$ cat src/rtl/alu_pkg.sv
// Shared ALU definitions: opcodes, datapath width and the multiply sequencer state type.
package alu_pkg;

   localparam int ALU_XLEN = 32;

   localparam logic [3:0] ALU_OP_ADD = 4'd0;
   localparam logic [3:0] ALU_OP_SUB = 4'd1;
   localparam logic [3:0] ALU_OP_AND = 4'd2;
   localparam logic [3:0] ALU_OP_OR  = 4'd3;
   localparam logic [3:0] ALU_OP_XOR = 4'd4;
   localparam logic [3:0] ALU_OP_NOR = 4'd5;

   typedef enum logic [1:0] {
      IDLE = 2'd0,
      RUN  = 2'd1,
      DONE = 2'd2
   } mul_state_t;

endpackage

$ cat src/rtl/alu_carry_gen.sv
// Recovers the carry-out of an ADD from operand and sum MSBs, since the ALU exposes no carry.
module alu_carry_gen #(
   parameter int W = 32
) (
   input  logic [W-1:0] a,
   input  logic [W-1:0] b,
   input  logic [W-1:0] sum,
   output logic         carry
);

   assign carry = (a[W-1] & b[W-1]) | ((a[W-1] | b[W-1]) & ~sum[W-1]);

endmodule

$ cat src/rtl/alu_mul_seq.sv
// Shift-add unsigned XLEN x XLEN multiplier borrowing the shared ALU adder, one multiplier bit per cycle.
// state | meaning
// IDLE  | waiting for start, ALU released
// RUN   | XLEN accumulate/shift iterations, ALU owned
// DONE  | one-cycle done pulse, start here reloads back-to-back
module alu_mul_seq
   import alu_pkg::*;
#(
   parameter int XLEN  = 32,
   parameter int CNT_W = $clog2(XLEN)
) (
   input  logic              clk,
   input  logic              rst,
   input  logic              start,
   input  logic [XLEN-1:0]   multiplicand,
   input  logic [XLEN-1:0]   multiplier,
   output logic [XLEN-1:0]   alu_a,
   output logic [XLEN-1:0]   alu_b,
   output logic [3:0]        alu_op,
   input  logic [XLEN-1:0]   alu_result,
   output logic              busy,
   output logic              done,
   output logic [2*XLEN-1:0] product
);

   if (XLEN != ALU_XLEN) begin : g_bad_xlen
      $error("alu_mul_seq: XLEN must equal the ALU width");
   end

   mul_state_t        state_q, state_d;
   logic [XLEN-1:0]   hi_q, hi_d;
   logic [XLEN-1:0]   lo_q, lo_d;
   logic [XLEN-1:0]   mcand_q, mcand_d;
   logic [CNT_W-1:0]  cnt_q, cnt_d;
   logic              carry;

   alu_carry_gen #(.W(XLEN)) u_carry_gen (
      .a     (hi_q),
      .b     (mcand_q),
      .sum   (alu_result),
      .carry (carry)
   );

   always_ff @(posedge clk or posedge rst) begin
      if (rst) begin
         state_q <= IDLE;
         hi_q    <= '0;
         lo_q    <= '0;
         mcand_q <= '0;
         cnt_q   <= '0;
      end else begin
         state_q <= state_d;
         hi_q    <= hi_d;
         lo_q    <= lo_d;
         mcand_q <= mcand_d;
         cnt_q   <= cnt_d;
      end
   end

   always_comb begin
      state_d = state_q;
      hi_d    = hi_q;
      lo_d    = lo_q;
      mcand_d = mcand_q;
      cnt_d   = cnt_q;
      case (state_q)
         IDLE, DONE: begin
            if (start) begin
               mcand_d = multiplicand;
               lo_d    = multiplier;
               hi_d    = '0;
               cnt_d   = '0;
               state_d = RUN;
            end else if (state_q == DONE) begin
               state_d = IDLE;
            end
         end
         RUN: begin
            // The shifted-out carry lands in hi's MSB, so the accumulator never loses a bit.
            if (lo_q[0]) begin
               {hi_d, lo_d} = {carry, alu_result, lo_q[XLEN-1:1]};
            end else begin
               {hi_d, lo_d} = {1'b0, hi_q, lo_q[XLEN-1:1]};
            end
            cnt_d = cnt_q + CNT_W'(1);
            if (cnt_q == CNT_W'(XLEN - 1)) begin
               state_d = DONE;
            end
         end
         default: state_d = IDLE;
      endcase
   end

   assign busy    = (state_q == RUN);
   assign done    = (state_q == DONE);
   assign alu_a   = busy ? hi_q : '0;
   assign alu_b   = busy ? mcand_q : '0;
   assign alu_op  = ALU_OP_ADD;
   assign product = {hi_q, lo_q};

endmodule

$ cat config.mk
export PLATFORM = sky130hd
export DESIGN_NAME = alu_mul_seq
export DESIGN_NICKNAME = d
export VERILOG_FILES = /design/src/rtl/alu_pkg.sv /design/src/rtl/alu_carry_gen.sv /design/src/rtl/alu_mul_seq.sv
export SDC_FILE = /design/constraint.sdc
export NUM_CORES = 1
export LEC_CHECK = 0
export CORE_ASPECT_RATIO = 0.5
export CORE_MARGIN = 1.5
export CORE_UTILIZATION = 41
export DETAILED_ROUTE_END_ITERATION = 6
export PLACE_DENSITY_LB_ADDON = 0.15
export SLEW_MARGIN = 20
export SYNTH_ARGS = -nofsm -noshare
export SYNTH_HDL_FRONTEND = slang
export SYNTH_SLANG_ARGS = --single-unit
export TNS_END_PERCENT = 5
$ cat constraint.sdc
create_clock -name clk -period 4.85 [get_ports clk]
set_clock_uncertainty 0.15 [all_clocks]
set_input_delay 0.97 -clock clk [delete_from_list [all_inputs] [get_ports clk]]
set_output_delay 0.97 -clock clk [all_outputs]
set_load 0.005 [all_outputs]
* Word-level counts from Yosys, hierarchy flattened
Index checks and enable logic that the tools add are counted.
Cells by class: bitwise logic cells 5, reduce and logical (&&, ||, !) cells 6, mux-type cells 14, equality and inequality tests 6, add/sub/neg operators 1
Operators with widths (number):
- 32-bit two-way mux | 6
- 32-bit one-hot mux with 2 select lines | 2
- 5-bit one-hot mux with 2 select lines | 1
- 2-bit two-way mux | 3
- 2-bit AND reduction | 3
- 5-bit by 1-bit adder with 5-bit output, second input constant | 1
- 5-bit equality test, second input constant | 1
- 5-bit two-way mux | 1
- 2-bit one-hot mux with 2 select lines | 1
- 3-bit inequality test, second input constant | 1
- 1-bit bitwise AND | 2
- 2-bit by 1-bit equality test with 1-bit output, second input constant | 1
- 2-bit equality test, second input constant | 1
- 2-bit logical NOT | 1
- 2-bit by 1-bit inequality test with 1-bit output, second input constant | 1
- 2-bit inequality test, second input constant | 1
- 1-bit OR | 2
- 2-bit nonzero test | 1
- 2-bit OR reduction | 1
- 1-bit NOT | 1
Storage, ports and cells: output and inout bits 134, input port bits 99, flip-flop bits (word level) 103

* Logic depth before layout (Yosys ltp)
Gate-level depths: netlist of run 1.
depth after elaboration 5, gate-level depth with buffers 7, depth with buffers taken out 4

* Modules after synthesis
Synthesis of run 1 repeated with hierarchy kept, for this count alone.
Second synthesis, totals: cell total of the unflattened synthesis 493, area, all modules 4887.2 um2
By module, submodules not included:
- alu_mul_seq | cells each 491, area an instance 4872.2 um2, times used 1
- alu_carry_gen | cells each 2, area an instance 15.0 um2, times used 1

* Worst setup path after synthesis of run 1
No wires, ideal clock.
kind reg-to-output, from reg state_q[1], to out alu_a[10], required time 3.730 ns, stages on the path, launching flop included 7, data arrival time 1.102 ns, buffers on the path 3, setup slack 2.628 ns, path through dfrtp_1 -> nand2b_1 -> buf_4 -> inv_4 -> buf_4 -> buf_2 -> and2_1
On the way: word-level cells in the longest chain between the ends 2
Ends and longest elaborated chain:
- start: declaration | line alu_mul_seq.sv:30 | mul_state_t state_q, state_d;
- start signal: assignment | line alu_mul_seq.sv:52 | state_q <= state_d;
- 2-bit by 1-bit equality test with 1-bit output | line alu_mul_seq.sv:94 | assign busy = (state_q == RUN);
- 32-bit two-way mux | line alu_mul_seq.sv:96 | assign alu_a = busy ? hi_q : '0;
- end: declaration | line alu_mul_seq.sv:17 | output logic [XLEN-1:0] alu_a,
No other way between the ends.

* Final worst setup path of run 1
from reg state_q[1], to out alu_b[10]
On the way: word-level cells in the longest chain between the ends 2
Ends and longest elaborated chain:
- 2-bit by 1-bit equality test with 1-bit output | line alu_mul_seq.sv:94
- 32-bit two-way mux | line alu_mul_seq.sv:97 | assign alu_b = busy ? mcand_q : '0;
- end: declaration | line alu_mul_seq.sv:18 | output logic [XLEN-1:0] alu_b,
No other way between the ends.

==> results of run 1 <==
registers in the layout, summed over array words and instances, names as in the netlist:
signal and count:
cnt_q 5, state_q 2, lo_q 32, mcand_q 32, hi_q 32
layout make-up:
| class | instances | area share |
|---|---|---|
| repair buffers | 232 | 0.310 |
| well taps | 159 | 0.0266 |
| clock inverters | 4 | 0.00737 |
| clock buffers | 12 | 0.0317 |
| flip-flops and latches | 103 | 0.345 |
| inverters | 3 | 0.00218 |
| multi-input cells | 346 | 0.277 |
routing by layer:
layer  wire (microns)  global-route usage  vias up  part of all wire
met5                0                   0        -                 0
li1                 -                   -     2065                 -
met1             6060               0.285     2069              0.46
met4              164              0.0585        0             0.012
met2             6170               0.335      146              0.47
met3              779              0.0567       17             0.059
stage by stage:
| step | instances | hold slack (ps) | power [W] | worst slack, ps |
|---|---|---|---|---|
| floorplan | 496 | 287 | 0.00266 | 1030 |
| global placement | 843 | 299 | 0.00398 | 1730 |
| detailed placement | 843 | 304 | 0.00403 | 1740 |
| CTS | 859 | 320 | 0.00477 | 1370 |
| global route | 859 | 344 | 0.00507 | 1240 |
| finish | 859 | 316 | 0.00471 | 1380 |
cells by family (layout without fill, tap and decap cells):
group           count (synthesis)  in the layout
fa+ha+maj                       3              3
simple gates                  236            236
buf+inv                        47            251
mux                            34             34
other cells                     1              4
compound gates                 69             69
flops                         103            103
power groups by stage:
stage / sequential, W / combinational [W] / clock, W
2_1_floorplan: 0.00157 / 0.00109 / 0
3_3_place_gp: 0.00169 / 0.00229 / 0
3_5_place_dp: 0.00169 / 0.00233 / 0
4_1_cts: 0.00169 / 0.00234 / 0.000740
5_1_grt: 0.00176 / 0.00254 / 0.000775
6_report: 0.00168 / 0.00230 / 0.000719
synth_stat cells, types with 8 or more instances:
cell type / instances
buf_2: 21
a22oi_1: 31
clkbuf_1: 8
mux2i_1: 33
and2_1: 65
o2bb2ai_1: 31
buf_4: 10
dfrtp_1: 103
nand3_1: 32
nand2_1: 131
worst min-delay path by stage:
stage,end,slack [ps],cells past startpoint
after floorplan,cnt_q[3],290,1
after global placement,mcand_q[6],300,2
after detailed placement,mcand_q[0],300,2
after CTS,mcand_q[7],320,2
after global routing,mcand_q[29],340,2
final,mcand_q[7],320,2
worst min-delay path, stage by stage (launching register included):
cell and delay [ps]:
dfrtp_1 330, nand2_1 50, nand2_1 50
==> impl_metrics.csv, run 1 <==
group,metric,value,unit
clock_tree,cts_num_sinks,103,
synth,synthCells,493,
clock_tree,root_buffer,"clkbuf_16",
worst_hold_path,hp-start,"mcand_q[7]",
timing,fin_crit,3470,ps
clock_tree,cts_setup_buffers,0,
clock_tree,worstSkewPairLatency,330,ps
detailed_routing,drtAntennaViolNets,0,
grt,grt_overflow,0,
synth,synthTopCellsByArea,"dfrtp_1 (53%), nand2_1 (10%), and2_1 (8.3%)",
cells_and_area,multiInputGateArea,2070,sq um
detailed_routing,drt_pre_antenna_iters,5,
setup_path,cpMaxStageDelayCell,"inv_4",
cells_and_area,fin_util,0.660,
timing,rsz0062_at_grt,"false",
pwr,power_density,630,nW/um^2
synth,synth_top_family_by_area,"simple AND/OR/NAND/NOR gates",
grt,antenna_found_initial,0,
synth,async_flop_share,1.00,
pwr,vdd_drop_max,0.285,mV
pwr,switching_share,0.331,
pwr,pwr-share-seq,0.358,
setup_path,cp_top_family,"buffers and inverters",
timing,max_freq,0.288,GHz
setup_path,critPathKind,"reg2out",
setup_path,r2r_slack,2710,ps
place,place_area,7180,sq um
detailed_routing,via_per_inst,5.00,
timing,final_max_slew_viol_count,0,
floorplanning,num_rows,27,
setup_path,timing.critical_path.to,"alu_b[10]",
pwr,pwr-share-comb,0.490,
floorplanning,die_h,80.3,microns
synth,synth-compound-area-share,0.113,
synth,ys.flop_type,"dfrtp_1",
detailed_routing,post-route-drc-count,0,
grt,grt_use_total,0.211,
setup_path,critPathRequiredTime,3730,ps
clock_tree,cts_made_buffers,9,
floorplanning,ios,233,
detailed_routing,routed_wl,13200,microns
pwr,leakagePower,3.30,nW
setup_path,cp_cell_sequence,"nand2b_2 -> inv_4 -> and2_1 -> clkdlybuf4s50_1",
setup_path,slowest_delay,670,ps
setup_path,reg2reg_from,"state_q[0]",
clock_tree,clk_pin_slew,70,ps
timing,fin_tns_setup,0,ps
setup_path,critPathLaunchType,"register",
synth,synthAdderAreaFrac,0.00715,
outcome,status,"completed",
pwr,p_int,0.00315,W
setup_path,worst_r2r_endpoint,"hi_q[31]",
synth,yosysSeqAreaShare,0.526,
grt,grt_pass1_vias,4109,
synth,synth.distinct_cells,30,
setup_path,worst_r2r_path_depth,3,
timing,setup_viol,0,
synth,synthXorXnorAreaFrac,0,
timing,hold_violations,0,
cells_and_area,most-common-layout-cells,"clkdlybuf4s50_1 (228), nand2_1 (131), dfrtp_1 (102)",
synth,synthMuxAreaShare,0.0697,
setup_path,path_max_fanout,103,
cells_and_area,stdcell_area,7470,sq um
cells_and_area,fin_nets,796,
detailed_routing,vias,4297,
clock_tree,cts_htree_levels,3,
detailed_routing,wl_per_cell,15.3,microns
timing,period_share,0.716,
synth,yosys_warnings,0,
grt,grt_max_degree,104,
cells_and_area,regArea,2580,sq um
synth,synth_area_leader_cell,"dfrtp_1",
cells_and_area,fillCellCount,963,
place,port_buffers,228,
setup_path,cp_num_buf_inv,2,
synth,synth_edf_count,0,
place,hpwl,8740,microns
floorplanning,die_x,158,microns
pwr,power.share.clock,0.153,
setup_path,crit_start,"state_q[1]",
detailed_routing,drt-initial-drc-count,202,
setup_path,cp.arrival,2350,ps
clock_tree,cts_hold_buf,0,
timing,max_slew_margin,0.341,
clock_tree,clock_path_buffers,2,
pwr,power.switching,0.00156,W
clock_tree,cts_resized,0,
synth,avgSynthCellArea,9.93,sq um
floorplanning,die_area,12600,sq um
setup_path,critical_path_depth,4,
floorplanning,coreArea,11300,sq um
place,place.gp.congestion,0.803,
setup_path,cp-end-kind,"primary output",
synth,synthSimpleGateAreaFrac,0.228,
flow_run,maxCapViolations,0,
synth,yosys_register_bits,103,
synth,synthDominantCellAreaShare,0.526,
worst_hold_path,hold_class,"reg2reg",
cells_and_area,diodes,0,
grt,grt_pass1_wl,21100,microns
synth,synth_area,4900,sq um
cells_and_area,drive_gt1_frac,0.0357,
floorplanning,initial_core_util,0.433,
clock_tree,cts_tree,"built",
cells_and_area,syn_to_final_growth,52.5,%
cells_and_area,layout_commonest_cell,"clkdlybuf4s50_1",
timing,worstMarginPinSlew,988,ps
(Power assumes the default switching activity.)
==> run 2, diff against run 1 <==
- clock period: 4.85 -> 3.5 ns (I/O delays scaled with it)
==> run 2 against run 1 <==
  * First-iteration DRC count up 11%
  * Final area grew 0.75%
  * Hold slack gained 1.9 ps
  * Sequential power up 34%
  * Combinational power grew 44%
  * Largest power group unchanged
==> impl_metrics.csv, run 2 (synthesis results as in run 1) <==
group,metric,value,unit
pwr,switching_share,0.333,
timing,setup_viol,0,
setup_path,cp_top_family,"buffers and inverters",
setup_path,worst_r2r_path_depth,5,
timing,timing.hold.ws,318,ps
cells_and_area,finalNonFillerCells,864,
setup_path,crit_start,"state_q[1]",
grt,grt_overflow,0,
setup_path,critPathLaunchType,"register",
timing,period_share,0.864,
detailed_routing,drt_pre_antenna_iters,4,
clock_tree,cts_hold_buf,0,
clock_tree,cts_num_sinks,103,
setup_path,cp_cell_sequence,"nand2b_2 -> inv_4 -> and2_1 -> clkdlybuf4s50_1",
worst_hold_path,hold_class,"reg2reg",
timing,max_freq,0.331,GHz
worst_hold_path,hold_end,"mcand_q[1]",
clock_tree,clk_pin_slew,70,ps
clock_tree,cts_htree_levels,3,
clock_tree,cts_resized,0,
setup_path,worst_r2r_endpoint,"hi_q[31]",
setup_path,critical_path_depth,4,
grt,grtUsageMet2,0.352,
place,post-place-cells,849,
place,hpwl,9070,microns
grt,grt_use_total,0.216,
grt,met3_usage,0.0561,
pwr,vdd_drop_max,0.393,mV
timing,fin_tns_setup,0,ps
pwr,power.switching,0.00218,W
setup_path,r2r_slack,1550,ps
place,port_buffers,228,
grt,antenna_found_initial,0,
timing,final_max_slew_viol_count,0,
detailed_routing,wl_per_cell,15.4,microns
detailed_routing,post-route-drc-count,0,
outcome,status,"completed",
detailed_routing,routed_wl,13300,microns
pwr,pwr-share-seq,0.343,
setup_path,critPathRequiredTime,2650,ps
cells_and_area,syn_to_final_growth,53.6,%
clock_tree,cts_tree,"built",
pwr,p_int,0.00438,W
worst_hold_path,hp-start,"mcand_q[1]",
pwr,pwr-share-comb,0.505,
grt,grt_use_met1,0.288,
grt,grt_pass1_vias,4125,
cells_and_area,largest_registers,"hi_q: 32 flops, lo_q: 32 flops, mcand_q: 32 flops",
place,place.gp.congestion,0.783,
floorplanning,ios,233,
floorplanning,die_x,158,microns
setup_path,path_max_fanout,81,
clock_tree,cts_made_buffers,9,
clock_tree,root_buffer,"clkbuf_16",
cells_and_area,diodes,0,
cells_and_area,fin_nets,802,
flow_run,maxCapViolations,0,
pwr,leakagePower,3.33,nW
detailed_routing,vias,4263,
floorplanning,initial_core_util,0.433,
setup_path,cp.arrival,2170,ps
timing,fin_crit,3020,ps
pwr,power,0.00656,W
setup_path,reg2reg_from,"state_q[1]",
floorplanning,die_area,12600,sq um
cells_and_area,most-common-layout-cells,"clkdlybuf4s50_1 (228), nand2_1 (131), dfrtp_1 (102)",
grt,top_usage_layer,"met2",
clock_tree,cts_setup_buffers,0,
setup_path,cp_num_buf_inv,2,
timing,worstMarginPinSlew,748,ps
floorplanning,coreArea,11300,sq um
floorplanning,die_h,80.3,microns
pwr,power_density,872,nW/um^2
detailed_routing,via_per_inst,4.93,
floorplanning,num_rows,27,
detailed_routing,drt-initial-drc-count,225,
timing,max_slew_margin,0.502,
pwr,power.share.clock,0.152,
grt,grt_max_degree,82,
worst_hold_path,hold_path_depth,2,
setup_path,cpMaxStageDelayCell,"clkdlybuf4s50_1",
grt,grt_pass1_wl,21300,microns
detailed_routing,drtAntennaViolNets,0,
setup_path,critPathKind,"reg2out",
timing,hold_violations,0,
setup_path,cp-end-kind,"primary output",
setup_path,slowest_delay,530,ps
timing,rsz0062_at_grt,"false",
clock_tree,worstSkewPairLatency,340,ps
cells_and_area,layout_commonest_cell,"clkdlybuf4s50_1",
cells_and_area,drive_gt1_frac,0.0454,
clock_tree,clock_path_buffers,2,
==> run 2: changes by cell type in the layout (fill, tap and decap cells not counted), sizes merged <==
cell      previous run  this run
buf                  4        10
clkbuf              12        10
clkinv               1         3
clkinvlp             1         2
inv                  4         2
==> run 2: worst max path at each step <==
stage | end | slack (ps)
2_1_floorplan | cnt_q[0] | 1420
3_3_place_gp | alu_b[8] | 850
3_5_place_dp | alu_b[24] | 820
4_1_cts | alu_b[24] | 450
5_1_grt | alu_b[14] | 360
6_report | alu_a[29] | 480
==> run 2: power groups by stage <==
stage               clock, W  combinational, W  sequential, W
finish              0.000995           0.00332        0.00225
global route         0.00107           0.00365        0.00235
CTS                  0.00102           0.00336        0.00225
detailed placement         0           0.00335        0.00226
global placement           0           0.00328        0.00225
floorplan                  0           0.00151        0.00217
==> run 2: worst register-to-register path, cell delays in order, from the launching register on <==
cell,delay [ps]
dfrtp_1,370
nand2b_2,200
inv_4,500
nor2_4,80
buf_4,270
a32o_1,260
==> run 2: layout make-up <==
class	count	area [sq um]
fillers	934	3790
well taps	159	199
repair buffers	238	2370
clock inverters	5	60.1
flip-flops and latches	103	2580
clock buffers	10	229
inverters	3	17.5
multi-input cells	346	2070
==> run 2: metrics by stage <==
step	util	cell area, sq um	setup WS [ps]
floorplan	-	4910	1420
global placement	0.639	7230	854
detailed placement	0.639	7230	823
CTS	0.665	7520	450
global route	0.665	7520	361
finish	0.665	7520	476
==> run 2: per-layer routing <==
layer	part of all wire	wire length [microns]
met1	0.47	6240
met2	0.46	6110
met3	0.059	786
met4	0.016	213
met5	0	0
==> run 3, diff against run 2 <==
- CAP_MARGIN: default -> 30
- PLACE_DENSITY: default -> 0.79
- PLACE_DENSITY_LB_ADDON: 0.15 -> default
==> run 3 against run 2 <==
  * Clock power decreased by 1%
  * Core utilization grew 0.055 points
  * Final area hardly changed
  * Maximum frequency is 1.3% lower
  * Largest cell class unchanged
  * Largest power group unchanged
  * Sequential share of layout area about the same
==> impl_metrics.csv, run 3 (synthesis results as in run 1) <==
group,metric,value,unit
place,port_buffers,228,
timing,fin_crit,3060,ps
cells_and_area,syn_to_final_growth,53.8,%
setup_path,cp_cell_sequence,"nand2b_2 -> inv_4 -> and2_1 -> clkdlybuf4s50_1",
setup_path,slowest_delay,550,ps
pwr,power,0.00656,W
setup_path,critPathKind,"reg2out",
grt,grt_max_degree,91,
floorplanning,num_rows,27,
place,place.gp.congestion,0.742,
cells_and_area,diodes,0,
clock_tree,clock_path_buffers,2,
detailed_routing,routed_wl,13700,microns
cells_and_area,finalNonFillerCells,864,
detailed_routing,drt_pre_antenna_iters,5,
pwr,power_density,871,nW/um^2
timing,hold_violations,0,
place,post-place-cells,848,
grt,grt_pass1_wl,21700,microns
worst_hold_path,hold_class,"reg2reg",
timing,rsz0062_at_grt,"false",
pwr,vdd_drop_max,0.546,mV
timing,worstMarginPinSlew,822,ps
worst_hold_path,hold_end,"mcand_q[18]",
detailed_routing,wl_per_cell,15.8,microns
clock_tree,cts_resized,0,
floorplanning,initial_core_util,0.433,
place,hpwl,9510,microns
outcome,status,"completed",
worst_hold_path,hp-start,"mcand_q[18]",
clock_tree,cts_num_sinks,103,
clock_tree,cts_hold_buf,0,
detailed_routing,post-route-drc-count,0,
setup_path,cp-end-kind,"primary output",
setup_path,reg2reg_from,"state_q[1]",
timing,max_slew_margin,0.451,
setup_path,r2r_slack,1480,ps
floorplanning,die_h,80.3,microns
clock_tree,clk_pin_slew,70,ps
detailed_routing,drt-initial-drc-count,270,
detailed_routing,vias,4262,
timing,period_share,0.876,
setup_path,cp.arrival,2210,ps
grt,grt_use_total,0.220,
setup_path,critPathRequiredTime,2650,ps
clock_tree,cts_tree,"built",
timing,fin_tns_setup,0,ps
clock_tree,worstSkewPairLatency,340,ps
cells_and_area,most-common-layout-cells,"clkdlybuf4s50_1 (228), nand2_1 (131), dfrtp_1 (102)",
timing,final_max_slew_viol_count,0,
cells_and_area,layout_commonest_cell,"clkdlybuf4s50_1",
worst_hold_path,hold_path_depth,2,
clock_tree,root_buffer,"clkbuf_16",
timing,setup_viol,0,
cells_and_area,drive_gt1_frac,0.0454,
floorplanning,ios,233,
detailed_routing,drtAntennaViolNets,0,
flow_run,maxCapViolations,0,
cells_and_area,largest_registers,"hi_q: 32 flops, lo_q: 32 flops, mcand_q: 32 flops",
cells_and_area,fin_nets,801,
cells_and_area,fin_util,0.665,
setup_path,worst_r2r_path_depth,4,
setup_path,path_max_fanout,90,
clock_tree,cts_htree_levels,3,
timing,max_freq,0.326,GHz
setup_path,critical_path_depth,4,
floorplanning,die_x,158,microns
grt,antenna_found_initial,0,
setup_path,critPathLaunchType,"register",
grt,grt_pass1_vias,4225,
setup_path,worst_r2r_endpoint,"hi_q[31]",
grt,grt_overflow,0,
detailed_routing,via_per_inst,4.93,
setup_path,cp_top_family,"buffers and inverters",
setup_path,cp_num_buf_inv,2,
clock_tree,cts_setup_buffers,0,
clock_tree,cts_made_buffers,9,
floorplanning,coreArea,11300,sq um
setup_path,cpMaxStageDelayCell,"inv_4",
floorplanning,die_area,12600,sq um
pwr,leakagePower,3.34,nW
run 3: cell types whose count changed in the layout (fill, tap and decap cells not counted):
| cell | before | now |
|---|---|---|
| clkinv_2 | 1 | 3 |
| clkinv_4 | 2 | 1 |
| buf_4 | 9 | 7 |
| buf_12 | 1 | 2 |
run 3: metal layers:
metal  vias to the layer above  part of all wire  GRT usage
met2                       115              0.52      0.389
li1                       2073                 -          -
met5                         -                 0          0
met3                         7             0.044     0.0486
met1                      2067              0.43      0.276
met4                         0            0.0057     0.0500
run 3: worst max-delay path by stage:
| stage | endpoint | slack [ps] | from |
|---|---|---|---|
| after floorplan | cnt_q[0] | 1420 | rst |
| after global routing | alu_a[21] | 280 | state_q[1] |
| after CTS | alu_b[18] | 390 | state_q[1] |
| after global placement | alu_b[17] | 800 | state_q[1] |
| after detailed placement | alu_b[18] | 760 | state_q[1] |
| final | alu_b[18] | 440 | state_q[1] |
run 3: stage by stage:
stage | area [sq um] | worst slack [ps] | hold slack, ps
floorplan | 4910 | 1420 | 287
global placement | 7240 | 803 | 303
detailed placement | 7240 | 758 | 304
CTS | 7530 | 392 | 321
global route | 7530 | 279 | 347
finish | 7530 | 435 | 319
run 3: final cells by class:
| cell class | count | area, sq um |
|---|---|---|
| clock inverter | 6 | 61.3 |
| fill | 922 | 3790 |
| multi-input combinational | 346 | 2070 |
| inverter | 3 | 17.5 |
| timing repair buffer | 237 | 2370 |
| clock buffer | 10 | 229 |
| sequential | 103 | 2580 |
| tap | 159 | 199 |
run 3: power by group:
group | internal (W) | total [W] | switching [W]
registers | 0.00178 | 0.00226 | 0.000482
logic | 0.00204 | 0.00332 | 0.00127
clock network | 0.000552 | 0.000982 | 0.000429
total | 0.00438 | 0.00656 | 0.00219
run 3: tightest hold or removal path: stages (launching register included):
cell and delay, ps:
dfrtp_1 340, nand2_1 50, nand2_1 50
